===== config.mk =====
export PLATFORM = sky130hd
export DESIGN_NAME = write_through_buffer_flat
export DESIGN_NICKNAME = d
export VERILOG_FILES = /design/src/rtl/write_through_buffer_if.sv /design/src/rtl/write_through_buffer.sv /design/src/flat_wrapper.sv
export SDC_FILE = /design/constraint.sdc
export NUM_CORES = 1
export LEC_CHECK = 0
export BUFFER_PORTS_ARGS = -buffer_cell sky130_fd_sc_hd__buf_2
export CAP_MARGIN = 40
export CORE_ASPECT_RATIO = 0.6
export CORE_MARGIN = 2
export CORE_UTILIZATION = 55
export CTS_CLUSTER_DIAMETER = 30
export CTS_CLUSTER_SIZE = 24
export DETAILED_ROUTE_END_ITERATION = 10
export PLACE_DENSITY = 0.75
export SLEW_MARGIN = 20
export SYNTH_ARGS = -nofsm -noshare
export SYNTH_HDL_FRONTEND = slang
export SYNTH_SLANG_ARGS = --single-unit

===== constraint.sdc =====
create_clock -name clk -period 4.1 [get_ports clk]
set_input_delay 0.82 -clock clk [delete_from_list [all_inputs] [get_ports clk]]
set_output_delay 0.82 -clock clk [all_outputs]
set_load 0.01 [all_outputs]

===== src/rtl/write_through_buffer_if.sv =====
// ============================================================================
//  write_through_buffer_if : cache-side and memory-side bus bundle
//  Rev 1.0
// ============================================================================
`default_nettype none

interface write_through_buffer_if;
   logic [31:0] up_address;
   logic [31:0] up_write_data;
   logic [3:0]  up_byte_enable;
   logic        up_write_enable;
   logic        up_request;
   logic [31:0] up_read_data;
   logic        up_ready;
   logic [31:0] mem_address;
   logic [31:0] mem_write_data;
   logic [3:0]  mem_byte_enable;
   logic        mem_write_enable;
   logic        mem_request;
   logic [31:0] mem_read_data;
   logic        mem_ready;
   logic        empty;

   // slave: the buffer itself; master: the cache/memory environment around it
   modport slave (
      input  up_address, up_write_data, up_byte_enable, up_write_enable, up_request,
      input  mem_read_data, mem_ready,
      output up_read_data, up_ready,
      output mem_address, mem_write_data, mem_byte_enable, mem_write_enable, mem_request,
      output empty
   );

   modport master (
      output up_address, up_write_data, up_byte_enable, up_write_enable, up_request,
      output mem_read_data, mem_ready,
      input  up_read_data, up_ready,
      input  mem_address, mem_write_data, mem_byte_enable, mem_write_enable, mem_request,
      input  empty
   );
endinterface

`default_nettype wire


===== src/rtl/write_through_buffer.sv =====
// ============================================================================
//  write_through_buffer : posted-write FIFO between L1 cache and main memory
//  Rev 1.0
// ============================================================================
`default_nettype none

module write_through_buffer #(
   parameter int DEPTH    = 4,
   parameter int PTR_BITS = 2
) (
   input  wire logic               clk,
   input  wire logic               rst,
   write_through_buffer_if.slave   bus
);

   typedef enum logic [1:0] {
      IDLE  = 2'd0,
      DRAIN = 2'd1,
      READ  = 2'd2
   } state_t;

   localparam logic [PTR_BITS:0]   C_FULL    = (PTR_BITS+1)'(DEPTH);
   localparam logic [PTR_BITS:0]   C_CNT_ONE = (PTR_BITS+1)'(1);
   localparam logic [PTR_BITS-1:0] C_PTR_ONE = PTR_BITS'(1);

   state_t              state_q, state_d;
   logic [PTR_BITS-1:0] head_q, head_d;
   logic [PTR_BITS-1:0] tail_q, tail_d;
   logic [PTR_BITS:0]   count_q, count_d;

   logic [31:0] addr_mem [DEPTH];
   logic [31:0] data_mem [DEPTH];
   logic [3:0]  be_mem   [DEPTH];

   logic push, pop, drive_head, fwd_read;

   // Control is forced idle during reset so every output reads zero immediately.
   always_comb begin
      state_d    = state_q;
      push       = 1'b0;
      pop        = 1'b0;
      drive_head = 1'b0;
      fwd_read   = 1'b0;
      if (!rst) begin
         push = bus.up_request && bus.up_write_enable && (count_q != C_FULL);
         unique case (state_q)
            IDLE: begin
               if (count_q != '0) begin
                  drive_head = 1'b1;
                  if (bus.mem_ready) pop = 1'b1;
                  else               state_d = DRAIN;
               end else if (bus.up_request && !bus.up_write_enable) begin
                  fwd_read = 1'b1;
                  if (!bus.mem_ready) state_d = READ;
               end
            end
            DRAIN: begin
               drive_head = 1'b1;
               if (bus.mem_ready) begin
                  pop     = 1'b1;
                  state_d = IDLE;
               end
            end
            READ: begin
               fwd_read = 1'b1;
               if (bus.mem_ready) state_d = IDLE;
            end
            default: state_d = IDLE;
         endcase
      end
   end

   always_comb begin
      bus.mem_address      = '0;
      bus.mem_write_data   = '0;
      bus.mem_byte_enable  = '0;
      bus.mem_write_enable = 1'b0;
      bus.mem_request      = 1'b0;
      bus.up_read_data     = '0;
      if (drive_head) begin
         bus.mem_address      = addr_mem[head_q];
         bus.mem_write_data   = data_mem[head_q];
         bus.mem_byte_enable  = be_mem[head_q];
         bus.mem_write_enable = 1'b1;
         bus.mem_request      = 1'b1;
      end else if (fwd_read) begin
         bus.mem_address      = bus.up_address;
         bus.mem_byte_enable  = bus.up_byte_enable;
         bus.mem_request      = 1'b1;
         bus.up_read_data     = bus.mem_read_data;
      end
      bus.up_ready = push || (fwd_read && bus.mem_ready);
      bus.empty    = (count_q == '0) && (state_q == IDLE);
   end

   always_comb begin
      head_d  = pop  ? head_q + C_PTR_ONE : head_q;
      tail_d  = push ? tail_q + C_PTR_ONE : tail_q;
      count_d = count_q;
      if (push && !pop)      count_d = count_q + C_CNT_ONE;
      else if (pop && !push) count_d = count_q - C_CNT_ONE;
   end

   always_ff @(posedge clk or posedge rst) begin
      if (rst) begin
         state_q <= IDLE;
         head_q  <= '0;
         tail_q  <= '0;
         count_q <= '0;
      end else begin
         state_q <= state_d;
         head_q  <= head_d;
         tail_q  <= tail_d;
         count_q <= count_d;
      end
   end

   // Payload storage needs no reset: only entries inside [head, tail) are ever read.
   always_ff @(posedge clk) begin
      if (push) begin
         addr_mem[tail_q] <= bus.up_address;
         data_mem[tail_q] <= bus.up_write_data;
         be_mem[tail_q]   <= bus.up_byte_enable;
      end
   end

endmodule

`default_nettype wire


===== src/flat_wrapper.sv =====
// flat-port wrapper written by rule: the top's interface ports become plain ports
module write_through_buffer_flat 
#(
   parameter int DEPTH    = 4,
   parameter int PTR_BITS = 2
)
  (clk, rst, bus_up_address, bus_up_write_data, bus_up_byte_enable, bus_up_write_enable, bus_up_request, bus_mem_read_data, bus_mem_ready, bus_up_read_data, bus_up_ready, bus_mem_address, bus_mem_write_data, bus_mem_byte_enable, bus_mem_write_enable, bus_mem_request, bus_empty);
  write_through_buffer_if bus_i ();
  input  wire logic clk;
  input  wire logic rst;
  input wire logic [$bits(bus_i.up_address)-1:0] bus_up_address;
  input wire logic [$bits(bus_i.up_write_data)-1:0] bus_up_write_data;
  input wire logic [$bits(bus_i.up_byte_enable)-1:0] bus_up_byte_enable;
  input wire logic [$bits(bus_i.up_write_enable)-1:0] bus_up_write_enable;
  input wire logic [$bits(bus_i.up_request)-1:0] bus_up_request;
  input wire logic [$bits(bus_i.mem_read_data)-1:0] bus_mem_read_data;
  input wire logic [$bits(bus_i.mem_ready)-1:0] bus_mem_ready;
  output wire logic [$bits(bus_i.up_read_data)-1:0] bus_up_read_data;
  output wire logic [$bits(bus_i.up_ready)-1:0] bus_up_ready;
  output wire logic [$bits(bus_i.mem_address)-1:0] bus_mem_address;
  output wire logic [$bits(bus_i.mem_write_data)-1:0] bus_mem_write_data;
  output wire logic [$bits(bus_i.mem_byte_enable)-1:0] bus_mem_byte_enable;
  output wire logic [$bits(bus_i.mem_write_enable)-1:0] bus_mem_write_enable;
  output wire logic [$bits(bus_i.mem_request)-1:0] bus_mem_request;
  output wire logic [$bits(bus_i.empty)-1:0] bus_empty;
  assign bus_i.up_address = bus_up_address;
  assign bus_i.up_write_data = bus_up_write_data;
  assign bus_i.up_byte_enable = bus_up_byte_enable;
  assign bus_i.up_write_enable = bus_up_write_enable;
  assign bus_i.up_request = bus_up_request;
  assign bus_i.mem_read_data = bus_mem_read_data;
  assign bus_i.mem_ready = bus_mem_ready;
  assign bus_up_read_data = bus_i.up_read_data;
  assign bus_up_ready = bus_i.up_ready;
  assign bus_mem_address = bus_i.mem_address;
  assign bus_mem_write_data = bus_i.mem_write_data;
  assign bus_mem_byte_enable = bus_i.mem_byte_enable;
  assign bus_mem_write_enable = bus_i.mem_write_enable;
  assign bus_mem_request = bus_i.mem_request;
  assign bus_empty = bus_i.empty;
  write_through_buffer #(.DEPTH(DEPTH), .PTR_BITS(PTR_BITS)) u_core (.clk(clk), .rst(rst), .bus(bus_i));
endmodule

After elaboration in Yosys (flattened, before gate mapping)
Memory sizes are Yosys's and may differ from the RTL's.
Index checks and enable logic that the tools add are counted.

operators by class
  $add $sub $neg = 4
  multiply operators = 0
  div/mod/pow operators = 0
  magnitude comparators = 0
  equality and inequality tests = 7
  shift-type cells = 0
  multiplexer cells = 32
  bitwise operators = 1
  reduce and logical (&&, ||, !) cells = 17

operators by type and width
  operator             count
  $mux 32              5
  $mux 1               14
  $mux 2               5
  $ne 3x3->1 const B   3
  $mux 4               2
  $logic_and 1x1->1    7
  $mux 3               2
  $pmux 1 s2           3
  $reduce_and 5->1     1
  $add 2x1->2 const B  2
  $pmux 2 s2           1
  $add 3x1->3 const B  1
  $logic_not 1->1      3
  $logic_not 3->1      1
  $ne 3x1->1 const B   1
  $reduce_bool 3->1    1
  $sub 3x1->3 const B  1
  $eq 2x1->1 const B   1
  $eq 2x2->1 const B   1
  $logic_not 2->1      1
  $ne 2x1->1 const B   1
  $reduce_bool 2->1    1
  $reduce_or 2->1      1
  $logic_or 1x1->1     1
  $not 1->1            1

storage, ports and cells
  register bits after elaboration = 9
  latch bits = 0
  memory bits (writable) = 272
  bits in read-only memories = 0
  bits of input ports = 105
  memories = 3

memory list
  memory           words  width  read ports  clocked after memory_dff  wr ports  line                        RTL
  u_core.addr_mem  4      32     1           0                         1         write_through_buffer.sv:31  logic [31:0] addr_mem [DEPTH];
  u_core.data_mem  4      32     1           0                         1         write_through_buffer.sv:32  logic [31:0] data_mem [DEPTH];
  u_core.be_mem    4      4      1           0                         1         write_through_buffer.sv:33  logic [3:0] be_mem [DEPTH];

Longest topological paths before layout
Gate-level depths: netlist of the first run.

  depth in word-level cells = 8
  gate-level depth with buffers = 10
  mapped depth without buffers = 10

Worst setup path after synthesis of the first run
Ideal clock, no wire load.

  path type = input port to flip-flop
  start point = in bus_up_request
  end point = mem u_core.addr_mem[0][0], enable pin
  arrival time = 2.926 ns
  required time = 3.667 ns
  slack = 0.740 ns
  stages on the path = 3
  path buffers = 0
  cell sequence = nand2_1 > a211oi_2 > and2_1

on the way
  word-level cells in the longest chain between the ends = 5

ends and longest elaborated chain
  what                            line                         RTL
  start, declared                 flat_wrapper.sv:15           input wire logic [$bits(bus_i.up_request)-1:0] bus_up_request;
  $logic_and 1x1->1 (2 in a row)  write_through_buffer.sv:45   push = bus.up_request && bus.up_write_enable && (count_q != C_FULL);
  $mux 1                          write_through_buffer.sv:44   if (!rst) begin
  via u_core.push                 write_through_buffer.sv:35   logic push, pop, drive_head, fwd_read;
  $mux 1                          write_through_buffer.sv:120  if (push) begin
  $mux 1 (not written as such)    write_through_buffer.sv:121  addr_mem[tail_q] <= bus.up_address;
  end, declared                   write_through_buffer.sv:31

The timed path passes the listed nets, and every way through them passes these cells.

Final worst setup path of the first run
  start point = reg u_core.state_q[1]
  end point = out bus_mem_byte_enable[2]

on the way
  word-level cells in the longest chain between the ends = 5
  elaborated cells between the ends (all ways) = 9
  those cells by class = eq/ne (2); mux (6); reduce/logical (1)

ends and longest elaborated chain
  what                                           line                         RTL
  start, declared                                write_through_buffer.sv:26   state_t state_q, state_d;
  start signal, assigned                         write_through_buffer.sv:111  state_q <= state_d;
  $eq 2x2->1 or $logic_not 2->1 (tied branches)  write_through_buffer.sv:46   unique case (state_q)
  $pmux 1 s2                                     write_through_buffer.sv:46
  $mux 1                                         write_through_buffer.sv:44
  $mux 4                                         write_through_buffer.sv:86   end else if (fwd_read) begin
  $mux 4 (*)                                     write_through_buffer.sv:80   if (drive_head) begin
  end, declared                                  flat_wrapper.sv:22           output wire logic [$bits(bus_i.mem_byte_enable)-1:0] bus_mem_byte_enable;

Mark *: on every way between the ends. The rest lies on a longest branch, timed or not.

==> results of run 1 <==
## registers in the layout, summed over array words and instances (netlist names)
name,count
u_core.data_mem,128
u_core.tail_q,2
u_core.count_q,3
u_core.state_q,2
u_core.be_mem,16
u_core.addr_mem,128
u_core.head_q,2
## layer usage
layer | track usage (%) | share of wire (%) | wire length [um] | vias up
met4 | 4.67 | 1.2 | 296 | 2
met5 | 0 | 0.028 | 7 | -
met1 | 31.4 | 42 | 10600 | 3297
met3 | 5.35 | 7.8 | 1940 | 33
met2 | 35.9 | 49 | 12100 | 278
li1 | - | - | - | 2878
## worst paths after layout
kind                                           to                  start  depth (start not counted)
max in group asynchronous        u_core.head_q[1]                    rst                          3
setup / recovery           bus_mem_byte_enable[2]      u_core.state_q[1]                          7
hold / removal             u_core.data_mem[0][27]  bus_up_write_data[27]                          1
min in group asynchronous       u_core.state_q[1]                    rst                          3
setup reg to reg                u_core.count_q[1]      u_core.state_q[1]                          8
hold reg to reg                 u_core.count_q[2]      u_core.count_q[2]                          1
## cells in the final DEF (no fill, tap or decap), types with 2 or more instances in the layout
master	Yosys	final
edfxtp_1	272	272
buf_2	15	208
mux4_2	68	68
clkbuf_16	0	41
nor2b_1	38	38
a32o_1	36	36
and2_1	37	33
and4_1	32	32
ha_1	8	8
buf_12	0	7
dfrtp_1	9	7
inv_1	6	6
inv_6	0	6
buf_4	2	6
bufinv_16	0	5
xnor2_1	4	4
and2_4	0	4
inv_8	0	4
clkinvlp_4	0	4
clkinv_1	0	3
clkinv_2	0	3
nor3_1	2	2
o31a_1	2	2
nand2_1	2	2
o21ai_0	2	2
nor2_1	2	2
mux2_2	2	2
a31o_2	2	2
xor2_1	2	2
clkinv_8	0	2
clkinv_4	0	2
dfrtp_4	0	2
## report_power, final
group	switching, uW	leakage (uW)	internal (uW)
clock	1290	0.000668	2190
sequential	186	0.00256	3360
combinational	1250	0.00200	1160
## cells by family (layout without fill, tap and decap cells)
group	count (synthesis)	count (layout)	synth area share [%]
flip-flops	281	281	72.2
AND/OR/NAND/NOR	117	117	6.90
multiplexers	70	70	13.4
buffers and inverters	52	298	2.07
AO/OA/AOI/OAI	48	48	3.99
adder cells (fa/ha/maj)	9	9	1.03
XOR/XNOR	6	6	0.452
other	0	1	0
## critical path, delay by kind of cell (launching register included)
| family | cells | cell delay (ns) |
|---|---|---|
| compound gates | 2 | 0.52 |
| fa+ha+maj | 1 | 0.25 |
| buf+inv | 3 | 0.70 |
| flops | 1 | 0.37 |
| simple gates | 1 | 0.56 |
## area by class of cell
type / count / area (um2)
inverter: 6 / 22.5
tap: 279 / 349
clock inverter: 29 / 354
fill: 1309 / 6490
clock buffer: 42 / 1030
multi-input combinational: 250 / 3010
sequential: 281 / 8400
antenna: 1 / 2.50
timing repair buffer: 221 / 1230
## per-stage QoR
| stage | utilization [%] | std cells | power, uW |
|---|---|---|---|
| 2_1_floorplan | - | 583 | 5240 |
| 3_3_place_gp | 62.2 | 1036 | 5950 |
| 3_5_place_dp | 62.3 | 1037 | 6030 |
| 4_1_cts | 68.9 | 1108 | 9540 |
| 5_1_grt | 68.9 | 1108 | 9840 |
| 6_report | 68.9 | 1109 | 9430 |
==> summary.md, run 1 <==
| Metric | Value |
|---|---|
| Root buf cell | clkbuf_16 |
| Share of layout cells above drive strength 1 | between 40% and 50% |
| Num rows | ~40 |
| Pre-antenna DRT Iters | 5 |
| Crit start category | register |
| Top cell type's share of synthesized area | between 70% and 80% |
| Clock Skews | ~0.013 ns |
| Hold buffers post-CTS | 0 |
| First-pass GRT wire length | roughly 37000 um |
| Post-DP HPWL | 14700 um |
| Vias post-DR | 6488 |
| Placed cell area | 13000 um2 |
| H-tree depth | 2 |
| Unrepaired setup endpoints after global routing | no |
| Crit path arrival time | roughly 3 ns |
| Slew Limit Fails | 0 |
| Clock sinks | around 280 |
| Syn Nets | about 700 |
| Max Cap Viol | 0 |
| Yosys top cell by area | edfxtp_1 |
| GP Congestion | slightly above 0.8 |
| Die W | about 190 um |
| Final Cell Area | 14400 um2 |
| Worst-Margin Slew | approximately 0.80 ns |
| Die Ht | around 120 um |
| Hold Path Class | in -> reg |
| Final Hold Fails | 0 |
| PwrDens | 655 nW/um2 |
| Period utilization | between 90% and 100% |
| Setup TNS | 0 ns |
| Final wirelength | between 20000 and 25000 um |
| Worst slew margin | between 40% and 50% |
| Synthesized area | around 12000 um2 |
| Ys flop type | edfxtp_1 |
| Initial antenna violation count | 2 |
| Avg Cell Area, Syn | between 15 and 20 um2 |
| Yosys warns | 0 |
| Post-synth EDFFs | about 270 |
| Worst Setup End Kind | output port |
| Synth async-reset ratio | roughly 3.2% |
| Maximum number of pins on one net before global-route repair | 70 |
| Remaining DRCs | 0 |
| I/O pin cnt | between 200 and 250 |
| Drt via density | 5.85 |
| GRT Util Overall | ~22% |
| Critical Path Fanout Max | 45 |
| Setup Fix Bufs, Post-CTS | 0 |
| Vias in the first global route | around 6400 |
| Final setup viols | 0 |
| Yosys cell types | 34 |
| Synth Register Bits | about 280 |
| DRT iter0 DRCs | approximately 520 |
| Crit-path cells | inv_1 -> ha_1 -> o31a_1 -> nor2_4 -> buf_4 -> a32o_1 -> buf_2 |
| Mapped Cells | a little under 600 |
| Slowest stage delay, CP | around 0.56 ns |
| FF-to-FF setup slack | 1.67 ns |
| CTS clk-pin slew, worst paths | roughly 0.060 ns |
| CP max-delay cell | nor2_4 |
| Clock buffer depth | 3 |
| Status | complete, no violations |
| Tmin final | between 3 and 4 ns |
| Fmax | around 0.27 GHz |
| Setup CP Type | reg -> out |
| Worst path required time | between 3 and 4 ns |
| CTS buffer count | 40 |
| Seq/Total Area, Yosys | 72.2% |
| WHS | approximately 0.52 ns |
| Final net count | between 900 and 1000 |
| Worst-Skew Late Latency | 0.51 ns |
| VDD IR max | between 300 and 400 uV |
| P_leak | approximately 0.0052 uW |
| Count leader, synth | edfxtp_1 |
| Initial Util | a little under three fifths |
| Post-cts sizing count | 0 |
| IO buf count | approximately 210 |
| Core area | about 21000 um2 |
| GR Overflow Total | 0 |
| Worst setup margin | ~0.35 ns |
| Post-synth top cells | 272 x edfxtp_1, 68 x mux4_2, 38 x nor2b_1 |
| Routed length per instance | about 22 um |
| Routed Antenna Nets | 0 |
| Full die area | between 20000 and 25000 um2 |
| Synth top area cells | edfxtp_1 70%, mux4_2 13%, a32o_1 3.1% |
| Pre-CTS setup slack | slightly above 0.9 ns |
| Area growth syn-to-layout | 23.8% |
| CTS tree | built |
(Power assumes the default switching activity.)
==> run 2, diff against run 1 <==
RECOVER_POWER = 50   (was not set)
==> run 2 against run 1 <==
Sequential power about the same. Critical path depth is 2 lower. The run now ends with capacitance limit, slew limit left. Combinational power about the same. Worst hold slack better by 0.0048 ns. Power shrank 0.16%. Critical path type is now in -> out. Worst setup slack got worse by 0.026 ns. Via count stayed put. Clock power is essentially flat.
==> summary.md, run 2 (synthesis gave the netlist of run 1 again) <==
| Metric | Value |
|---|---|
| Unrepaired setup endpoints after global routing | no (unchanged) |
| GP Congestion | 0.818 (unchanged) |
| Final setup viols | 0 (unchanged) |
| Non-filler cells in the finished layout | 1108 (was 1109) |
| Worst path required time | 3.28 ns (about the same) |
| Die W | 192 um (unchanged) |
| Vias post-DR | 6488 (unchanged) |
| Clock Skews | 0.0118 ns (was 0.0129 ns) |
| Num rows | 41 (unchanged) |
| Final wirelength | 24900 um (about the same) |
| Period utilization | 92.2% (was 91.6%) |
| Worst Setup End Kind | output port (unchanged) |
| Clock buffer depth | 3 (unchanged) |
| GR Overflow Total | 0 (unchanged) |
| Setup TNS | 0 ns (unchanged) |
| Worst-Skew Late Latency | 0.51 ns (about the same) |
| Routed Antenna Nets | 0 (unchanged) |
| Remaining DRCs | 0 (unchanged) |
| Hold buffers post-CTS | 0 (unchanged) |
| Utilization after layout | 68.4% (was 68.9%) |
| Clock sinks | 281 (unchanged) |
| Setup Fix Bufs, Post-CTS | 0 (unchanged) |
| Slew Limit Fails | 131 (was 0) |
| Status | finished with violations (was complete, no violations) |
| Initial antenna violation count | 0 (was 2) |
| Pre-antenna DRT Iters | 4 (was 5) |
| Fmax | 0.265 GHz (was 0.266 GHz) |
| Worst-Margin Slew | 1.65 ns (was 0.797 ns) |
| P_leak | 0.00503 uW (was 0.00523 uW) |
| CTS buffer count | 40 (unchanged) |
| PwrDens | 659 nW/um2 (was 655 nW/um2) |
| GRT Util Overall | 22.2% (unchanged) |
| Max Cap Viol | 4 (was 0) |
| CTS tree | built (unchanged) |
| Maximum number of pins on one net before global-route repair | 70 (unchanged) |
| Routed length per instance | 22.5 um (about the same) |
| Setup CP Type | in -> out (was reg -> out) |
| Violated checks | capacitance limit, slew limit |
| Crit start category | input port (was register) |
| Share of layout cells above drive strength 1 | 35.8% (was 44.6%) |
| Hold Path Class | reg -> reg (was in -> reg) |
| Routed wl met3 | 1900 um (was 1940 um) |
| Tmin final | 3.78 ns (was 3.75 ns) |
| Die Ht | 117 um (unchanged) |
| IO buf count | 208 (unchanged) |
| Commonest cells after routing, fill and taps aside | 272 x edfxtp_1, 140 x buf_2, 70 x clkbuf_1 (was 272 x edfxtp_1, 208 x buf_2, 68 x mux4_2) |
| DRT iter0 DRCs | 434 (was 517) |
| Crit path arrival time | 2.96 ns (was 2.93 ns) |
| Largest regs | u_core.addr_mem (128), u_core.data_mem (128), u_core.be_mem (16) (unchanged) |
| Most common cell after layout, fill and taps aside | edfxtp_1 (unchanged) |
| Placed cell count | 1037 (unchanged) |
| Full die area | 22400 um2 (unchanged) |
| H-tree depth | 2 (unchanged) |
| VDD IR max | 378 uV (was 379 uV) |
| Routed wl met2 | 12000 um (was 12100 um) |
| Top Metal Used | met4 (was met5) |
| Met1 Wirelength | 10700 um (was 10600 um) |
| Final net count | 914 (unchanged) |
| Post-DP HPWL | 14700 um (unchanged) |
| First-pass GRT wire length | 36800 um (unchanged) |
| Vias in the first global route | 6434 (unchanged) |
| Placed cell area | 13000 um2 (unchanged) |
| Core area | 20900 um2 (unchanged) |
| Critical Path Fanout Max | 45 (unchanged) |
| I/O pin cnt | 209 (unchanged) |
| Post-cts sizing count | 0 (unchanged) |
| Ant. Diodes | 0 (was 1) |
| Area growth syn-to-layout | 22.9% (was 23.8%) |
| Final Cell Area | 14300 um2 (was 14400 um2) |
| CTS clk-pin slew, worst paths | 0.06 ns (about the same) |
| Final Hold Fails | 0 (unchanged) |
| Root buf cell | clkbuf_16 (unchanged) |
| Drt via density | 5.86 (was 5.85) |
| Initial Util | 55.7% (unchanged) |
| Worst slew margin | -9.80% (was 46.8%) |
==> run 2: cell types whose count changed in the layout (fill, tap and decap cells not counted) <==
cell / delta
clkbuf_1: +69
a211oi_1: +1
a211oi_2: -1
and2_1: +3
buf_4: -1
diode_2: -1
buf_2: -68
and2_4: -3
==> run 2: through the flow <==
stage,hold WS [ns],power (uW),setup WS [ns]
global route,0.553,9820,0.138
CTS,0.502,9540,0.355
floorplan,0.500,5240,0.740
global placement,0.525,5950,1.00
finish,0.528,9420,0.320
detailed placement,0.529,6030,0.905
==> run 2: metal layers <==
metal	track usage, %	vias to the layer above
met4	4.67	0
met3	5.35	31
met2	35.9	268
met5	0	-
met1	31.4	3308
li1	-	2881
==> run 2: area by class of cell <==
cell class | count | area, um2
sequential | 281 | 8400
fill | 1352 | 6590
multi-input combinational | 250 | 3000
timing repair buffer | 221 | 1140
clock buffer | 42 | 1030
clock inverter | 29 | 354
tap | 279 | 349
inverter | 6 | 22.5
==> run 2: critical path: stages <==
cell and delay [ns]:
buf_2 0.23, inv_1 0.14, clkbuf_1 1.21, and4_1 0.39, buf_2 0.16
==> run 2: where the power goes <==
part           internal [uW]  total, uW  switching (uW)
combinational           1140       2400            1250
sequential              3360       3540             184
clock                   2190       3480            1290
total                   6690       9420            2730
==> run 2: worst paths after layout <==
path | start | endpoint | slack [ns] | depth (start not counted)
min | u_core.count_q[2] | u_core.count_q[2] | 0.53 | 1
max reg2reg | u_core.count_q[0] | u_core.data_mem[0][16] | 0.64 | 4
max | rst | bus_up_read_data[19] | 0.32 | 5
min reg2reg | u_core.count_q[2] | u_core.count_q[2] | 0.53 | 1
min in group asynchronous | rst | u_core.head_q[0] | 1.15 | 3
max in group asynchronous | rst | u_core.head_q[1] | 1.78 | 3
